==> config.mk <==
export PLATFORM = sky130hd
export DESIGN_NAME = micro_simd_seq
export DESIGN_NICKNAME = d
export VERILOG_FILES = /design/src/rtl/micro_simd_seq.sv
export SDC_FILE = /design/constraint.sdc
export NUM_CORES = 1
export LEC_CHECK = 0
export CAP_MARGIN = 30
export CORE_MARGIN = 4
export CORE_UTILIZATION = 30
export CTS_CLUSTER_DIAMETER = 120
export DETAILED_ROUTE_END_ITERATION = 8
export PLACE_DENSITY_LB_ADDON = 0.05
export SYNTH_ARGS = -nofsm -noshare
export SYNTH_HDL_FRONTEND = slang
export SYNTH_SLANG_ARGS = --single-unit
==> constraint.sdc <==
create_clock -name i_CLK -period 3.8 [get_ports i_CLK]
set_clock_uncertainty 0.2 [all_clocks]
set_input_delay 0.76 -clock i_CLK [delete_from_list [all_inputs] [get_ports i_CLK]]
set_output_delay 0.76 -clock i_CLK [all_outputs]
set_load 0.005 [all_outputs]
==> src/rtl/micro_simd_seq.sv <==
// micro_simd_seq: command sequencer for the 8-lane x 4-bit micro-SIMD datapath.
// A command (op code + word count) is accepted in IDLE. That many operand
// pairs are then streamed through the external combinational datapath into a
// one-deep registered output stage with valid/ready backpressure. Per-lane
// flags are accumulated (sticky OR) for the whole command, and a one-cycle
// done pulse marks completion.
// Optional feature: define MICRO_SIMD_SEQ_PERF_EN to add the o_STALL_CNT
// output-stall counter.
module micro_simd_seq #(
    parameter int CNT_W  = 8,
    parameter int DATA_W = 32
) (
    input  logic              i_CLK,
    input  logic              i_RST,
    input  logic              i_CMD_VALID,
    output logic              o_CMD_READY,
    input  logic [2:0]        i_CMD_CTRL,
    input  logic [CNT_W-1:0]  i_CMD_LEN,
    input  logic              i_OP_VALID,
    input  logic [DATA_W-1:0] i_OPA,
    input  logic [DATA_W-1:0] i_OPB,
    output logic              o_OP_READY,
    output logic [DATA_W-1:0] o_SIMD_SRC1,
    output logic [DATA_W-1:0] o_SIMD_SRC2,
    output logic [2:0]        o_SIMD_CTRL,
    input  logic [DATA_W-1:0] i_SIMD_RES,
    input  logic [DATA_W-1:0] i_SIMD_FLAGS,
    output logic              o_RES_VALID,
    output logic [DATA_W-1:0] o_RES,
    input  logic              i_RES_READY,
    output logic [DATA_W-1:0] o_FLAGS_ACC,
`ifdef MICRO_SIMD_SEQ_PERF_EN
    output logic [15:0]       o_STALL_CNT,
`endif
    output logic              o_BUSY,
    output logic              o_DONE
);

    typedef enum logic [1:0] {
        ST_IDLE  = 2'd0,
        ST_RUN   = 2'd1,
        ST_DRAIN = 2'd2,
        ST_DONE  = 2'd3
    } state_t;

    localparam logic [CNT_W-1:0] CNT_ZERO = {CNT_W{1'b0}};
    localparam logic [CNT_W-1:0] CNT_ONE  = {{(CNT_W-1){1'b0}}, 1'b1};

    state_t              state_r;
    state_t              state_next_s;
    logic [CNT_W-1:0]    count_r;
    logic [2:0]          ctrl_r;
    logic [DATA_W-1:0]   res_r;
    logic                res_valid_r;
    logic [DATA_W-1:0]   flags_r;
    logic                done_r;
    logic                busy_r;
    logic                cmd_ready_s;
    logic                op_ready_s;
    logic                cmd_fire_s;
    logic                op_fire_s;
    logic                res_drain_s;

    // Handshake readiness per state; the output stage frees up in the same
    // cycle it is drained, so RUN sustains one operand pair per cycle.
    always_comb begin
        cmd_ready_s = 1'b0;
        op_ready_s  = 1'b0;
        case (state_r)
            ST_IDLE:  cmd_ready_s = 1'b1;
            ST_RUN:   op_ready_s  = ~res_valid_r | i_RES_READY;
            default: begin
                cmd_ready_s = 1'b0;
                op_ready_s  = 1'b0;
            end
        endcase
        cmd_fire_s  = i_CMD_VALID & cmd_ready_s;
        op_fire_s   = i_OP_VALID & op_ready_s;
        res_drain_s = res_valid_r & i_RES_READY;
    end

    // Next-state logic; an empty command skips RUN so the counter never wraps.
    always_comb begin
        state_next_s = state_r;
        case (state_r)
            ST_IDLE: begin
                if (cmd_fire_s) begin
                    if (i_CMD_LEN != CNT_ZERO) begin
                        state_next_s = ST_RUN;
                    end else begin
                        state_next_s = ST_DONE;
                    end
                end else begin
                    state_next_s = ST_IDLE;
                end
            end
            ST_RUN: begin
                if (op_fire_s && (count_r == CNT_ONE)) begin
                    state_next_s = ST_DRAIN;
                end else begin
                    state_next_s = ST_RUN;
                end
            end
            ST_DRAIN: begin
                if (!res_valid_r || i_RES_READY) begin
                    state_next_s = ST_DONE;
                end else begin
                    state_next_s = ST_DRAIN;
                end
            end
            ST_DONE:  state_next_s = ST_IDLE;
            default:  state_next_s = ST_IDLE;
        endcase
    end

    // State register plus registered busy/done status outputs.
    always_ff @(posedge i_CLK or posedge i_RST) begin
        if (i_RST) begin
            state_r <= ST_IDLE;
            busy_r  <= 1'b0;
            done_r  <= 1'b0;
        end else begin
            state_r <= state_next_s;
            busy_r  <= (state_next_s != ST_IDLE);
            done_r  <= (state_r == ST_DONE);
        end
    end

    // Command latch: op code and remaining word count.
    always_ff @(posedge i_CLK or posedge i_RST) begin
        if (i_RST) begin
            ctrl_r  <= 3'b000;
            count_r <= CNT_ZERO;
        end else if (cmd_fire_s) begin
            ctrl_r  <= i_CMD_CTRL;
            count_r <= i_CMD_LEN;
        end else if (op_fire_s) begin
            count_r <= count_r - CNT_ONE;
        end else begin
            count_r <= count_r;
        end
    end

    // One-deep output stage; a new accept takes priority over a plain drain.
    always_ff @(posedge i_CLK or posedge i_RST) begin
        if (i_RST) begin
            res_r       <= {DATA_W{1'b0}};
            res_valid_r <= 1'b0;
        end else if (op_fire_s) begin
            res_r       <= i_SIMD_RES;
            res_valid_r <= 1'b1;
        end else if (res_drain_s) begin
            res_valid_r <= 1'b0;
        end else begin
            res_valid_r <= res_valid_r;
        end
    end

    // Sticky flag accumulator; holds after completion until the next command.
    always_ff @(posedge i_CLK or posedge i_RST) begin
        if (i_RST) begin
            flags_r <= {DATA_W{1'b0}};
        end else if (cmd_fire_s) begin
            flags_r <= {DATA_W{1'b0}};
        end else if (op_fire_s) begin
            flags_r <= flags_r | i_SIMD_FLAGS;
        end else begin
            flags_r <= flags_r;
        end
    end

`ifdef MICRO_SIMD_SEQ_PERF_EN
    logic [15:0] stall_cnt_r;

    // Saturating count of cycles where the consumer stalls a held result.
    always_ff @(posedge i_CLK or posedge i_RST) begin
        if (i_RST) begin
            stall_cnt_r <= 16'h0000;
        end else if (cmd_fire_s) begin
            stall_cnt_r <= 16'h0000;
        end else if (((state_r == ST_RUN) || (state_r == ST_DRAIN)) &&
                     res_valid_r && !i_RES_READY && (stall_cnt_r != 16'hFFFF)) begin
            stall_cnt_r <= stall_cnt_r + 16'h0001;
        end else begin
            stall_cnt_r <= stall_cnt_r;
        end
    end

    assign o_STALL_CNT = stall_cnt_r;
`endif

    assign o_CMD_READY = cmd_ready_s;
    assign o_OP_READY  = op_ready_s;
    assign o_SIMD_SRC1 = i_OPA;
    assign o_SIMD_SRC2 = i_OPB;
    assign o_SIMD_CTRL = ctrl_r;
    assign o_RES_VALID = res_valid_r;
    assign o_RES       = res_r;
    assign o_FLAGS_ACC = flags_r;
    assign o_BUSY      = busy_r;
    assign o_DONE      = done_r;

endmodule

==> results.md <==
* Status: complete, no violations
* Post-synth EDFFs at 0
* Setup crit end kind: output port
* Multi-input gate area at 1060 um2
* Setup WS post-layout at a little over 0.7 ns
* Final Max Tran Viols at 0
* RSZ-0062 raised after global routing: no
* CP max FO at 6
* Most frequent cells in the layout: clkdlybuf4s50_1 (151), nand2_1 (112), dfrtp_1 (80), a22o_1 (30), nor2_1 (10)
* CTS buffer count at 9
* Post-DP Area at around 4800 um2
* # clock sinks at 80
* Post-route ant nets at 0
* DRT Wirelength at ~10000 um
* Die span in x at roughly 120 um
* CTS tree: yes
* Max clock buf depth at 2
* Max stage delay cell, worst path: clkdlybuf4s50_1
* Pre-CTS WS at ~0.70 ns
* Hpwl dp at approximately 7000 um
* CP Cell Sequence: clkdlybuf4s50_1, nand2b_1, and2_1, clkdlybuf4s50_1
* Post-layout min period at 3.09 ns
* Non-Filler Instances at between 500 and 600
* Tightest Pin Transition at around 0.79 ns
* Worst Path Required at 2.84 ns
* Startpoint Class: input port
* Synth warn at 0
* Top_reg_cell synth: dfrtp_1
* Global-route wire length before repair at 16000 um
* Final hold vios at 0
* Placer congestion estimate at between 0.7 and 0.8
* Antenna diode count at 0
* Die height at between 100 and 150 um
* Final Instance Area at just over 5000 um2
* Total number of vias at around 2800
* Net Sw Power at about 1.2 mW
* # setup viols final at 0
* Pwr/cell area at roughly 800 nW/um2
* Sequential cell area at roughly 2000 um2
* Initial antenna violation count at 0
* Setup TNS at 0 ns
* Placed insts at around 580
* I/O Buffers at between 150 and 200
* Critical path class: in2out
* Leakage power at 2.39 nW
* Mapped Cells at 362
* Int Pwr at between 2 and 3 mW
* Initial DRC count at 158
* Hold Startpoint: o_RES[8]
* Max_cap viols at 0
* Slowest Stage Delay on Critical Path at about 0.5 ns
* P&R area growth vs syn at 42.9%
* Drt pass-1 iters at 4
* Sequential element share of the synthesized area at 55.1%
* GRT Resource Usage Total at ~15%
* Clock Latency Late Sink at roughly 0.34 ns
* DR vias/cell at roughly 4.7
* Sw Ratio at between 20 and 30%
* Critical path origin: i_RES_READY
* Worst hold path class: reg2reg
* Seq cells post-synth at 80
* Grt ovf at 0
* Setup Fix Bufs, Post-CTS at 0
* CTS clk-pin slew, worst paths at approximately 0.060 ns
* Ports at 280
* Netlist Area Pre-Place at around 3600 um2
* Seq pwr share at 35.7%
* Avg Inst Size Synth at ~10 um2
* Most used cell, CP: clkdlybuf4s50_1
* Commonest non-fill, non-tap cell in the layout: clkdlybuf4s50_1
* Synth cell types at 32
* Fillers at around 1100
* Core Area at 11600 um2
* Nets at 596
* FFs w/ async S/R, synth at 100%
* Slew Limit Headroom at between 40% and 50%
* Largest net degree at the start of global routing at 49
* Worst EP arrival at roughly 2.1 ns
* Layout cells sized above 1 at 6.15%
* # H-tree levels at 3
* Die Area at roughly 14000 um2
* Initial Utilization at 31.3%
* WL per Instance at ~17 um
* FMAX at 324 MHz
* Clk network pwr share at 25.7%
* Vias in the first global route at 2918
* Cts repair resizes at 0
* Post-CTS Hold Buffers at 0
* Synth Net Count at between 500 and 600
* FF-to-FF Start: state_r[0]
* Remaining DRCs at 0
* Logic pwr share at 38.5%
* Cell row count at 39
* CTS root buf: clkbuf_16
* Max rail drop VDD at roughly 0.00028 V
* Final Cycle Share at around four fifths
-- final cells by class --
class	count	share of cell area, %
multi-input combinational	198	20.4
sequential	80	38.6
inverter	4	0.313
clock inverter	6	2.51
clock buffer	10	4.60
timing repair buffer	157	30.2
tap	143	3.45
-- worst paths after layout --
check | end | slack [ns] | cells after the start
worst max-delay path | o_OP_READY | 0.71 | 4
worst min-delay path | o_RES[8] | 0.27 | 2
worst max register to register | o_FLAGS_ACC[0] | 1.84 | 5
worst min register to register | o_RES[8] | 0.27 | 2
max in group asynchronous | o_RES[31] | 1.90 | 3
min in group asynchronous | o_RES[10] | 0.66 | 2
-- synthesized netlist by cell type, types with 2 or more instances --
master      n  area (um2)
a21oi_1     2        10.0
inv_1       4        15.0
ha_1        2        25.0
and3_1      3        18.8
nor2_1     10        37.5
o21ai_0     6        30.0
nor3_1      5        25.0
a22o_1     30         263
a221o_1     5        50.1
dfrtp_1    80        2000
a31oi_1     3        18.8
and2_1      3        18.8
clkbuf_1    7        26.3
nand2b_1    3        18.8
buf_4      65         488
buf_2       7        35.0
nand2_1   112         420
-- through the flow --
step / hold slack (ns) / power [mW] / utilization (%)
6_report: 0.271 / 4.17 / 44.7
4_1_cts: 0.277 / 4.24 / 44.7
3_3_place_gp: 0.251 / 3.13 / 41.5
3_5_place_dp: 0.262 / 3.14 / 41.5
5_1_grt: 0.288 / 4.45 / 44.7
2_1_floorplan: 0.240 / 2.16 / -
-- state kept, by name, indices dropped and copies added (netlist names) --
register,count
o_RES_VALID,1
count_r,8
o_FLAGS_ACC,32
o_BUSY,1
o_DONE,1
o_SIMD_CTRL,3
state_r,2
o_RES,32
-- critical path, delay by kind of cell --
family / cells / cell delay [ns]
buffers and inverters: 2 / 0.95
AND/OR/NAND/NOR: 2 / 0.41
-- cells by family (layout without fill, tap and decap cells) --
logic type,after synthesis,count (layout),share of synthesized area [%]
compound gates,53,53,11.7
fa+ha+maj,2,2,0.689
buf+inv,84,177,15.8
flops,80,80,55.1
simple gates,143,143,16.6
-- layer usage --
| layer | vias up | share of wire (%) | global-route usage, % |
|---|---|---|---|
| li1 | 1310 | - | - |
| met1 | 1339 | 40 | 16.6 |
| met4 | 0 | 3.3 | 8.86 |
| met5 | - | 0 | 0 |
| met3 | 44 | 7.8 | 5.33 |
| met2 | 97 | 48 | 23.6 |
-- power groups by stage --
stage	sequential, mW	combinational (mW)	clock, mW
after floorplan	1.51	0.646	0
after global placement	1.49	1.63	0
after detailed placement	1.49	1.64	0
after CTS	1.49	1.65	1.10
after global routing	1.55	1.77	1.13
final	1.49	1.61	1.07
No activity file was read; power rests on OpenSTA's default activity.
